## config.mk

```make
export PLATFORM = sky130hd
export DESIGN_NAME = traffic_light_ctrl_param
export DESIGN_NICKNAME = d
export VERILOG_FILES = /design/src/rtl/traffic_pkg.sv /design/src/rtl/traffic_light_ctrl_param_phase_timer.sv /design/src/rtl/traffic_light_ctrl_param.sv
export SDC_FILE = /design/constraint.sdc
export NUM_CORES = 1
export LEC_CHECK = 0
export CAP_MARGIN = 20
export CORE_MARGIN = 2
export CORE_UTILIZATION = 43
export DETAILED_ROUTE_END_ITERATION = 8
export HOLD_SLACK_MARGIN = 0.08
export RECOVER_POWER = 100
export SYNTH_ARGS = -nofsm -noshare
export SYNTH_HDL_FRONTEND = slang
export SYNTH_HIERARCHICAL = 1
export SYNTH_SLANG_ARGS = --single-unit
```

## constraint.sdc

```tcl
create_clock -name Clk -period 7.1 [get_ports Clk]
set_input_delay 0.71 -clock Clk [delete_from_list [all_inputs] [get_ports Clk]]
set_output_delay 0.71 -clock Clk [all_outputs]
set_load 0.1 [all_outputs]
```

## src/rtl/traffic_pkg.sv

```systemverilog
// Shared types for the two-road traffic light controller: state encoding and
// the lamp pattern lit in each state.
package traffic_pkg;

  typedef enum logic [2:0] {
    MAIN_GREEN  = 3'd0,
    MAIN_YELLOW = 3'd1,
    ALL_RED_1   = 3'd2,
    SIDE_GREEN  = 3'd3,
    SIDE_YELLOW = 3'd4,
    ALL_RED_2   = 3'd5,
    FLASH       = 3'd6
  } state_e;

  // Lamp vector order: {MR, MY, MG, SR, SY, SG}
  typedef logic [5:0] lamp_t;

  localparam lamp_t LAMP_MAIN_GREEN  = 6'b001_100;
  localparam lamp_t LAMP_MAIN_YELLOW = 6'b010_100;
  localparam lamp_t LAMP_ALL_RED     = 6'b100_100;
  localparam lamp_t LAMP_SIDE_GREEN  = 6'b100_001;
  localparam lamp_t LAMP_SIDE_YELLOW = 6'b100_010;
  localparam lamp_t LAMP_DARK        = 6'b000_000;

  // FLASH returns dark here; the top overlays the flash toggle on MY/SR.
  function automatic lamp_t lamps_of(state_e s);
    lamp_t l;
    case (s)
      MAIN_GREEN:  l = LAMP_MAIN_GREEN;
      MAIN_YELLOW: l = LAMP_MAIN_YELLOW;
      ALL_RED_1:   l = LAMP_ALL_RED;
      SIDE_GREEN:  l = LAMP_SIDE_GREEN;
      SIDE_YELLOW: l = LAMP_SIDE_YELLOW;
      ALL_RED_2:   l = LAMP_ALL_RED;
      default:     l = LAMP_DARK;
    endcase
    return l;
  endfunction

endpackage

```

## src/rtl/traffic_light_ctrl_param_phase_timer.sv

```systemverilog
// Phase timer: counts cycles spent in the current phase. done_o flags the last
// cycle of a phase of length len_i; with sat_i the count holds there.
module phase_timer #(
  parameter int unsigned CNT_W = 8
) (
  input  logic             clk_i,
  input  logic             rst_i,
  input  logic             clr_i,
  input  logic             sat_i,
  input  logic [CNT_W-1:0] len_i,
  output logic             done_o
);

  logic [CNT_W-1:0] count_q, count_d;

  assign done_o = (count_q == len_i - CNT_W'(1));

  always_comb begin
    count_d = count_q + CNT_W'(1);
    if (clr_i) begin
      count_d = '0;
    end else if (sat_i && done_o) begin
      count_d = count_q;
    end
  end

  always_ff @(posedge clk_i) begin
    if (rst_i) begin
      count_q <= '0;
    end else begin
      count_q <= count_d;
    end
  end

endmodule

```

## src/rtl/traffic_light_ctrl_param.sv

```systemverilog
// Main/side traffic light controller with internal phase timer, pedestrian
// latch and walk lamp, all-red clearance and a night flashing mode.
module traffic_light_ctrl_param
  import traffic_pkg::*;
#(
  parameter int unsigned T_LONG     = 8,
  parameter int unsigned T_SHORT    = 2,
  parameter int unsigned T_CLEAR    = 1,
  parameter int unsigned FLASH_HALF = 1,
  parameter int unsigned CNT_W      = 8
) (
  input  logic       Clk,
  input  logic       reset,
  input  logic       C,
  input  logic       ped_req,
  input  logic       night_mode,
  output logic       MR,
  output logic       MY,
  output logic       MG,
  output logic       SR,
  output logic       SY,
  output logic       SG,
  output logic       walk,
  output logic [2:0] phase
);

  localparam logic [CNT_W-1:0] LEN_LONG  = CNT_W'(T_LONG);
  localparam logic [CNT_W-1:0] LEN_SHORT = CNT_W'(T_SHORT);
  localparam logic [CNT_W-1:0] LEN_CLEAR = CNT_W'(T_CLEAR);
  localparam logic [CNT_W-1:0] LEN_FLASH = CNT_W'(FLASH_HALF);

  state_e           state_q, state_d;
  logic             ped_q, ped_d;
  logic             walk_q, walk_d;
  logic             flash_q, flash_d;
  logic [CNT_W-1:0] tmr_len;
  logic             tmr_done;
  logic             tmr_clr;
  logic             tmr_sat;
  logic             change;
  lamp_t            lamps;

  phase_timer #(
    .CNT_W (CNT_W)
  ) u_phase_timer (
    .clk_i  (Clk),
    .rst_i  (reset),
    .clr_i  (tmr_clr),
    .sat_i  (tmr_sat),
    .len_i  (tmr_len),
    .done_o (tmr_done)
  );

  always_comb begin
    state_d = state_q;
    tmr_len = LEN_LONG;
    case (state_q)
      MAIN_GREEN: begin
        tmr_len = LEN_LONG;
        if (tmr_done && (C || ped_q || night_mode)) state_d = MAIN_YELLOW;
      end
      MAIN_YELLOW: begin
        tmr_len = LEN_SHORT;
        if (tmr_done) state_d = ALL_RED_1;
      end
      ALL_RED_1: begin
        tmr_len = LEN_CLEAR;
        if (tmr_done) state_d = night_mode ? FLASH : SIDE_GREEN;
      end
      SIDE_GREEN: begin
        tmr_len = LEN_LONG;
        if (tmr_done) state_d = SIDE_YELLOW;
      end
      SIDE_YELLOW: begin
        tmr_len = LEN_SHORT;
        if (tmr_done) state_d = ALL_RED_2;
      end
      ALL_RED_2: begin
        tmr_len = LEN_CLEAR;
        if (tmr_done) state_d = MAIN_GREEN;
      end
      FLASH: begin
        tmr_len = LEN_FLASH;
        if (!night_mode) state_d = ALL_RED_2;
      end
      default: state_d = MAIN_GREEN;
    endcase
  end

  assign change  = (state_d != state_q);
  // In FLASH the timer restarts every half-period to pace the toggle.
  assign tmr_clr = change || ((state_q == FLASH) && tmr_done);
  assign tmr_sat = (state_q == MAIN_GREEN);

  always_comb begin
    ped_d   = ped_q | ped_req;
    walk_d  = walk_q;
    flash_d = flash_q;
    if (change && (state_d == SIDE_GREEN)) begin
      walk_d = ped_q;
      ped_d  = ped_req;
    end
    if (change && (state_d == FLASH)) begin
      flash_d = 1'b1;
    end else if ((state_q == FLASH) && tmr_done) begin
      flash_d = ~flash_q;
    end
  end

  always_ff @(posedge Clk) begin
    if (reset) begin
      state_q <= MAIN_GREEN;
      ped_q   <= 1'b0;
      walk_q  <= 1'b0;
      flash_q <= 1'b0;
    end else begin
      state_q <= state_d;
      ped_q   <= ped_d;
      walk_q  <= walk_d;
      flash_q <= flash_d;
    end
  end

  always_comb begin
    lamps = lamps_of(state_q);
    if (state_q == FLASH) lamps = {1'b0, flash_q, 1'b0, flash_q, 2'b00};
  end

  assign {MR, MY, MG, SR, SY, SG} = lamps;
  assign walk  = walk_q && (state_q == SIDE_GREEN);
  assign phase = state_q;

endmodule

```

Yosys cells after proc, flatten, opt, wreduce, memory -nomap -nowiden
Index checks and enable logic that the tools add are counted.
{ "totals": {"mem_bits_rw": 0, "latch_bits": 0, "regBits": 14, "wordCells": 49, "output_inout_bits": 10, "rom_bits": 0, "input_bits": 5, "memories": 0} }
{ "classes": {"reduce_logical": 15, "div_mod_pow": 0, "multipliers": 0, "magnitude_cmp": 0, "shifts": 0, "bitwise_logic": 2, "n_mux": 15, "addsub": 2, "n_eq_ne": 10} }
{ "ops": {"columns": ["operator", "n"], "rows": [
  ["$pmux 6 s5", 1],
  ["$mux 3", 8],
  ["$pmux 3 s7", 1],
  ["$eq 3x3->1 const B", 4],
  ["$eq 3x2->1 const B", 3],
  ["$add 8x1->8 const B", 1],
  ["$eq 8x8->1", 1],
  ["$pmux 4 s2", 1],
  ["$logic_and 1x1->1", 6],
  ["$mux 6", 1],
  ["$reduce_or 2->1", 3],
  ["$sub 4x1->5 const B", 1],
  ["$eq 3x1->1 const B", 1],
  ["$logic_not 3->1", 1],
  ["$logic_or 1x1->1", 3],
  ["$mux 1", 3],
  ["$ne 3x3->1", 1],
  ["$reduce_or 3->1", 1],
  ["$reduce_bool 2->1", 1],
  ["$not 1->1", 1],
  ["$or 1x1->1", 1]
]} }

Logic depth before layout (Yosys ltp)
{ "depth": {"ltp_word": 11, "depth_mapped": 17, "ltp_nobuf": 13} }

Cells and area by module
Netlist, hierarchy kept.
{ "modules_own_cells": {"columns": ["module", "cells_per_inst", "area_each_um2", "seq_area_each_um2", "n_inst"], "rows": [
  ["phase_timer", 84, 680.7, 160.2, 1],
  ["traffic_light_ctrl_param", 60, 439.2, 120.1, 1]
]} }

Worst setup path before layout
Ideal clock, no wire load.
{ "synth_path": {"path_kind": "register to register", "start": "register state_q[0] (netlist: phase[0])", "end": "register u_phase_timer.count_q[1]", "required_time_ns": 6.976, "synth_period_minus_slack_ns": 4.333, "n_path_buf": 2, "path_slack_ns": 2.767, "path_stages_with_launch": 8, "setup_ns": 0.124, "t_arrival_ns": 4.209, "path_cell_list": "dfxtp_1 > buf_2 > nor3_1 > and4_4 > and2_4 > buf_6 > mux2i_1 > nor2_1"} }
{ "synth_via": {"elab_chain_len": 11, "word_cells_on_any_way": 26} }
{ "synth_rtl": {"columns": ["element", "line_no", "text"], "rows": [
  ["start: declaration", "traffic_light_ctrl_param.sv:32", "state_e state_q, state_d;"],
  ["start signal: assignment", "traffic_light_ctrl_param.sv:117", "state_q <= state_d;"],
  ["$eq 3x3->1, or another cell as far along", "traffic_light_ctrl_param.sv:57, traffic_light_ctrl_param.sv:92", null],
  ["$reduce_or 3->1 (no line) / $reduce_or 2->1 (equally long branches)", null, null],
  ["$pmux 4 s2", "traffic_light_ctrl_param.sv:57", "case (state_q)"],
  ["$sub 4x1->5", "traffic_light_ctrl_param_phase_timer.sv:16", "assign done_o = (count_q == len_i - CNT_W'(1));"],
  ["$eq 8x8->1", "traffic_light_ctrl_param_phase_timer.sv:16", null],
  ["$logic_and 1x1->1", "traffic_light_ctrl_param.sv:60", "if (tmr_done && (C || ped_q || night_mode)) state_d = MAIN_YELLOW;"],
  ["$mux 3", "traffic_light_ctrl_param.sv:60", null],
  ["$pmux 3 s7", "traffic_light_ctrl_param.sv:57", null],
  ["$ne 3x3->1", "traffic_light_ctrl_param.sv:90", "assign change = (state_d != state_q);"],
  ["$logic_or 1x1->1", "traffic_light_ctrl_param.sv:92", "assign tmr_clr = change || ((state_q == FLASH) && tmr_done);"],
  ["$reduce_or 2->1 (no line)", null, null],
  ["end signal: assignment", "traffic_light_ctrl_param_phase_timer.sv:31", "count_q <= count_d;"],
  ["end: declaration", "traffic_light_ctrl_param_phase_timer.sv:14", "logic [CNT_W-1:0] count_q, count_d;"]
]} }
Parallel ways exist; a longest one is shown, timed or not.
A chain may end at the register's enable or synchronous reset.

Worst setup path after layout
{ "layout_path": {"start": "register state_q[0] (netlist: phase[0])", "end": "register walk_q"} }
{ "layout_via": {"elab_chain_len": 10, "word_cells_on_any_way": 24} }
{ "layout_rtl": {"columns": ["element", "line_no", "text"], "rows": [
  ["$eq 3x3->1, or another cell as far along", "traffic_light_ctrl_param.sv:57", null],
  ["$reduce_or 3->1 (no line) / $reduce_or 2->1 (equally long branches)", null, null],
  ["$pmux 4 s2 *", "traffic_light_ctrl_param.sv:57", null],
  ["via tmr_len[0]", "traffic_light_ctrl_param.sv:36", "logic [CNT_W-1:0] tmr_len;"],
  ["$sub 4x1->5 *", "traffic_light_ctrl_param_phase_timer.sv:16", null],
  ["$eq 8x8->1 *", "traffic_light_ctrl_param_phase_timer.sv:16", null],
  ["via tmr_done", "traffic_light_ctrl_param.sv:37", "logic tmr_done;"],
  ["$logic_and 1x1->1", "traffic_light_ctrl_param.sv:60", null],
  ["$mux 3", "traffic_light_ctrl_param.sv:60", null],
  ["$pmux 3 s7 *", "traffic_light_ctrl_param.sv:57", null],
  ["$ne 3x3->1 / $eq 3x2->1 (equally long branches)", "traffic_light_ctrl_param.sv:90, traffic_light_ctrl_param.sv:99", null],
  ["$logic_and 1x1->1 *", "traffic_light_ctrl_param.sv:99", "if (change && (state_d == SIDE_GREEN)) begin"],
  ["end signal: assignment", "traffic_light_ctrl_param.sv:119", "walk_q <= walk_d;"],
  ["end: declaration", "traffic_light_ctrl_param.sv:34", "logic walk_q, walk_d;"]
]} }
The timed path passes the listed nets; every way through them passes the cells marked *.

==> report_table.html <==
<table>
<tr><th>Metric</th><th>Value</th></tr>
<tr><th colspan="2">Pwr</th></tr>
<tr><td>Pwr/cell area</td><td>111 nW/um^2</td></tr>
<tr><td>Lkg Pwr</td><td>0.000517 uW</td></tr>
<tr><td>IR drop worst, VDD</td><td>127 uV</td></tr>
<tr><th colspan="2">Drt</th></tr>
<tr><td>Wire length per cell</td><td>~11 um</td></tr>
<tr><td>DRC violation total after the first TritonRoute iteration</td><td>14</td></tr>
<tr><td>Vias after detailed routing</td><td>approximately 1000</td></tr>
<tr><td>Post-route ant nets</td><td>0</td></tr>
<tr><td>Pre-antenna DRT Iters</td><td>4</td></tr>
<tr><td>Drt total wl</td><td>2.29 mm</td></tr>
<tr><td>Detailed-route vias per instance</td><td>5.13</td></tr>
<tr><td>DR DRC count</td><td>0</td></tr>
<tr><th colspan="2">Yosys</th></tr>
<tr><td>Yosys cell types</td><td>48</td></tr>
<tr><td>Share of synthesized registers carrying an async set or reset</td><td>0</td></tr>
<tr><td>Synthesized instance count</td><td>144</td></tr>
<tr><td>Number of enable-type register cells in the synthesized netlist</td><td>0</td></tr>
<tr><td>Post-synthesis compound-gate area fraction</td><td>0.212</td></tr>
<tr><td>Syn Std Cell Area</td><td>roughly 1100 um^2</td></tr>
<tr><td>Post-Synth XOR/XNOR Area</td><td>0.109</td></tr>
<tr><td>Seq/Total Area, Yosys</td><td>0.250</td></tr>
<tr><td>Main combinational cell family by area after synthesis</td><td>simple AND/OR/NAND/NOR gates</td></tr>
<tr><td>Mux cell area share after synthesis</td><td>0.0179</td></tr>
<tr><td>Post-Synth Simple-Gate Area</td><td>0.328</td></tr>
<tr><td>Total of warnings raised by yosys</td><td>6</td></tr>
<tr><td>#FFs+latches synth</td><td>14</td></tr>
<tr><td>Most used flip-flop cell after synthesis</td><td>dfxtp_1</td></tr>
<tr><td>Synthesized area divided by synthesized cell count</td><td>7.78 um^2</td></tr>
<tr><td>Arithmetic-cell share of the synthesized area counting full adders, half adders and majority gates</td><td>0.0223</td></tr>
<tr><th colspan="2">Floorplan</th></tr>
<tr><td>Core area</td><td>2480 um^2</td></tr>
<tr><td>Number of placement rows</td><td>18</td></tr>
<tr><td>Initial standard-cell utilization of the core</td><td>0.452</td></tr>
<tr><td>Overall die area</td><td>approximately 3000 um^2</td></tr>
<tr><td>Vertical die dimension</td><td>55.0 um</td></tr>
<tr><td>Die Wd</td><td>55.0 um</td></tr>
<tr><td>Boundary pin count</td><td>15</td></tr>
<tr><th colspan="2">Critical path</th></tr>
<tr><td>Worst R2R Start</td><td>phase[0]</td></tr>
<tr><td>Worst Path Required</td><td>7310 ps</td></tr>
<tr><td>Max Fanout on Critical Path</td><td>18</td></tr>
<tr><td>Worst Path Arrival</td><td>4140 ps</td></tr>
<tr><td>Nature of the critical path startpoint</td><td>register</td></tr>
<tr><td>Critical path launch point</td><td>phase[0]</td></tr>
<tr><td>Crit end category</td><td>register</td></tr>
<tr><td>Category of the critical setup timing path</td><td>register to register</td></tr>
<tr><th colspan="2">STA</th></tr>
<tr><td>Tcrit/Tclk final</td><td>0.553</td></tr>
<tr><td>Final hold violations</td><td>0</td></tr>
<tr><td>Time the final worst path needs with I/O delays and setup</td><td>just under 4000 ps</td></tr>
<tr><td>Slew @ Worst Pin</td><td>a little under 1000 ps</td></tr>
<tr><td>Worst setup skew after layout</td><td>between 5 and 6 ps</td></tr>
<tr><td>Setup TNS</td><td>0 ps</td></tr>
<tr><td>Unrepaired setup endpoints after global routing</td><td>no</td></tr>
<tr><td>Rel. slew slack</td><td>0.339</td></tr>
<tr><td>Final worst-path setup slack</td><td>3180 ps</td></tr>
<tr><td>Endpoints failing setup</td><td>0</td></tr>
<tr><td>Upper clock frequency limit</td><td>255 MHz</td></tr>
<tr><td>Total count of max-transition violations in the final report</td><td>0</td></tr>
<tr><th colspan="2">Worst hold path</th></tr>
<tr><td>Hold Crit Class</td><td>register to register</td></tr>
<tr><td>Worst min-delay path startpoint</td><td>walk_q</td></tr>
<tr><th colspan="2">Clocking</th></tr>
<tr><td>Clock Latency Late Sink</td><td>280 ps</td></tr>
<tr><td>CTS tree</td><td>built</td></tr>
<tr><td>Buffer levels on the longest clock path</td><td>2</td></tr>
<tr><td>Number of buffers inserted during clock tree synthesis</td><td>3</td></tr>
<tr><td>CTS Root Cell</td><td>clkbuf_4</td></tr>
<tr><td>Clock Pin Slew Worst Setup and Hold Paths</td><td>about 90 ps</td></tr>
<tr><td>H-tree lvl count</td><td>1</td></tr>
<tr><td>Number of post-CTS setup repair buffers</td><td>0</td></tr>
<tr><td>Clock net sink count</td><td>14</td></tr>
<tr><td># resized after CTS</td><td>0</td></tr>
<tr><td>Number of hold buffers added after cts</td><td>0</td></tr>
<tr><th colspan="2">Placed design</th></tr>
<tr><td>Number of placed instances, taps included</td><td>about 200</td></tr>
<tr><td>Routability congestion estimate from global placement</td><td>0.745</td></tr>
<tr><td>Worst setup slack after placement</td><td>3430 ps</td></tr>
<tr><td>Number of buffers added on ports</td><td>14</td></tr>
<tr><td>Post-place instance area</td><td>between 1000 and 1500 um^2</td></tr>
<tr><td>HPWL after DPL</td><td>1.71 mm</td></tr>
<tr><th colspan="2">Run</th></tr>
<tr><td>Maximum Capacitance Violations</td><td>0</td></tr>
<tr><th colspan="2">Final layout</th></tr>
<tr><td>Ratio of cells with drive above 1 in the final layout</td><td>0.0529</td></tr>
<tr><td>Post-route design area</td><td>between 1000 and 1500 um^2</td></tr>
<tr><td>Final antenna diode count</td><td>0</td></tr>
<tr><td>Growth of design area from synthesis to finish</td><td>18.8%</td></tr>
<tr><td>Number of standard cells in the final layout excluding fillers</td><td>200</td></tr>
<tr><td>Filler instances</td><td>252</td></tr>
<tr><td>Footprint of the flip-flops and latches</td><td>280 um^2</td></tr>
<tr><td>Final standard cell utilization of the core</td><td>0.537</td></tr>
<tr><td>Final #Nets</td><td>between 150 and 200</td></tr>
<tr><td>Area of the multi-input gates</td><td>between 800 and 900 um^2</td></tr>
<tr><th colspan="2">GRT</th></tr>
<tr><td>Antenna violations before repair</td><td>0</td></tr>
<tr><td>Number of global-route vias before repair</td><td>between 800 and 900</td></tr>
<tr><td>Maximum number of pins on one net before global-route repair</td><td>19</td></tr>
<tr><td>Total routing resource utilization after global routing</td><td>0.170</td></tr>
<tr><td>Wire length of the first global-routing pass</td><td>3.81 mm</td></tr>
<tr><td>Grt ovf</td><td>0</td></tr>
<tr><th colspan="2">Outcome</th></tr>
<tr><td>Outcome</td><td>completed</td></tr>
</table>
==> metrics by stage <==
stage,power [uW],hold slack [ps]
floorplan,98.0,438
global placement,104,455
detailed placement,104,465
CTS,150,480
global route,154,521
finish,147,479
==> cell usage in the layout, fill, tap and decap left out, types with 4 or more instances in the layout <==
master           netlist  routed
clkdlybuf4s50_1        0       4
nor2_1                 8       8
xor2_1                 4       4
nor3_1                 5       5
or3_1                  7       7
inv_1                  5       5
nand2_1                7       8
o21ai_0                9       9
dlygate4sd3_1          0      10
dfxtp_1               14      14
nor2b_1                8       8
a21oi_1               14      14
xnor2_1               10      10
conb_1                 1      18
==> worst max-delay path: stages (launching register included) <==
cell	delay [ps]
dfxtp_1	650
nand2b_1	170
o21bai_1	440
nor2_1	240
nor4_1	560
nand2_1	110
o31a_1	310
nand2_1	130
and4_1	400
nand2_1	170
or4b_1	550
a21oi_1	140
==> Yosys cell counts (4+ instances only) <==
master | number | area, um^2
nor2_1 | 8 | 30.0
dfxtp_1 | 14 | 280
nor2b_1 | 8 | 50.1
xor2_1 | 4 | 35.0
a21oi_1 | 14 | 70.1
nor3_1 | 5 | 25.0
nand2_1 | 7 | 26.3
xnor2_1 | 10 | 87.6
inv_1 | 5 | 18.8
or3_1 | 7 | 43.8
o21ai_0 | 9 | 45.0
==> worst paths after layout <==
kind                 end  slack, ps  depth (start not counted)
hold / removal    walk_q        480                          2
setup / recovery  walk_q       3180                         11
hold reg to reg   walk_q        480                          2
setup reg to reg  walk_q       3180                         11
==> cells by family after synthesis <==
kind of cell | count (synthesis)
adders and majority gates | 2
AOI/OAI and AO/OA | 39
buffers and inverters | 13
and+or+nand+nor | 59
muxes | 2
xor gates and xnor gates | 14
other | 1
DFF | 14
==> registers in the layout, summed over array words and instances (netlist names) <==
| name | count |
|---|---|
| flash_q | 1 |
| ped_q | 1 |
| phase | 3 |
| u_phase_timer/count_q | 8 |
| walk_q | 1 |
==> layer usage <==
metal  track usage  routed length, um  share of wire  vias up
met5             0                  0              0        -
met4        0.0610                 14         0.0061        0
met3        0.0161                 37          0.016        2
met2         0.274               1040           0.45        9
met1         0.236               1200           0.52      461
li1              -                  -              -      554
==> power by group <==
group / internal, uW / leakage, uW / total, uW / switching (uW)
clock: 19.6 / 0.0000138 / 45.5 / 25.9
combinational: 8.85 / 0.000390 / 18.1 / 9.27
sequential: 80.4 / 0.000114 / 83.8 / 3.41
==> area by class of cell <==
| type | count | area share |
|---|---|---|
| multi-input cells | 134 | 0.625 |
| repair buffers | 14 | 0.105 |
| flip-flops and latches | 14 | 0.211 |
| clock buffers | 3 | 0.0169 |
| inverters | 5 | 0.0141 |
| well taps | 30 | 0.0282 |
(Power assumes the default switching activity.)
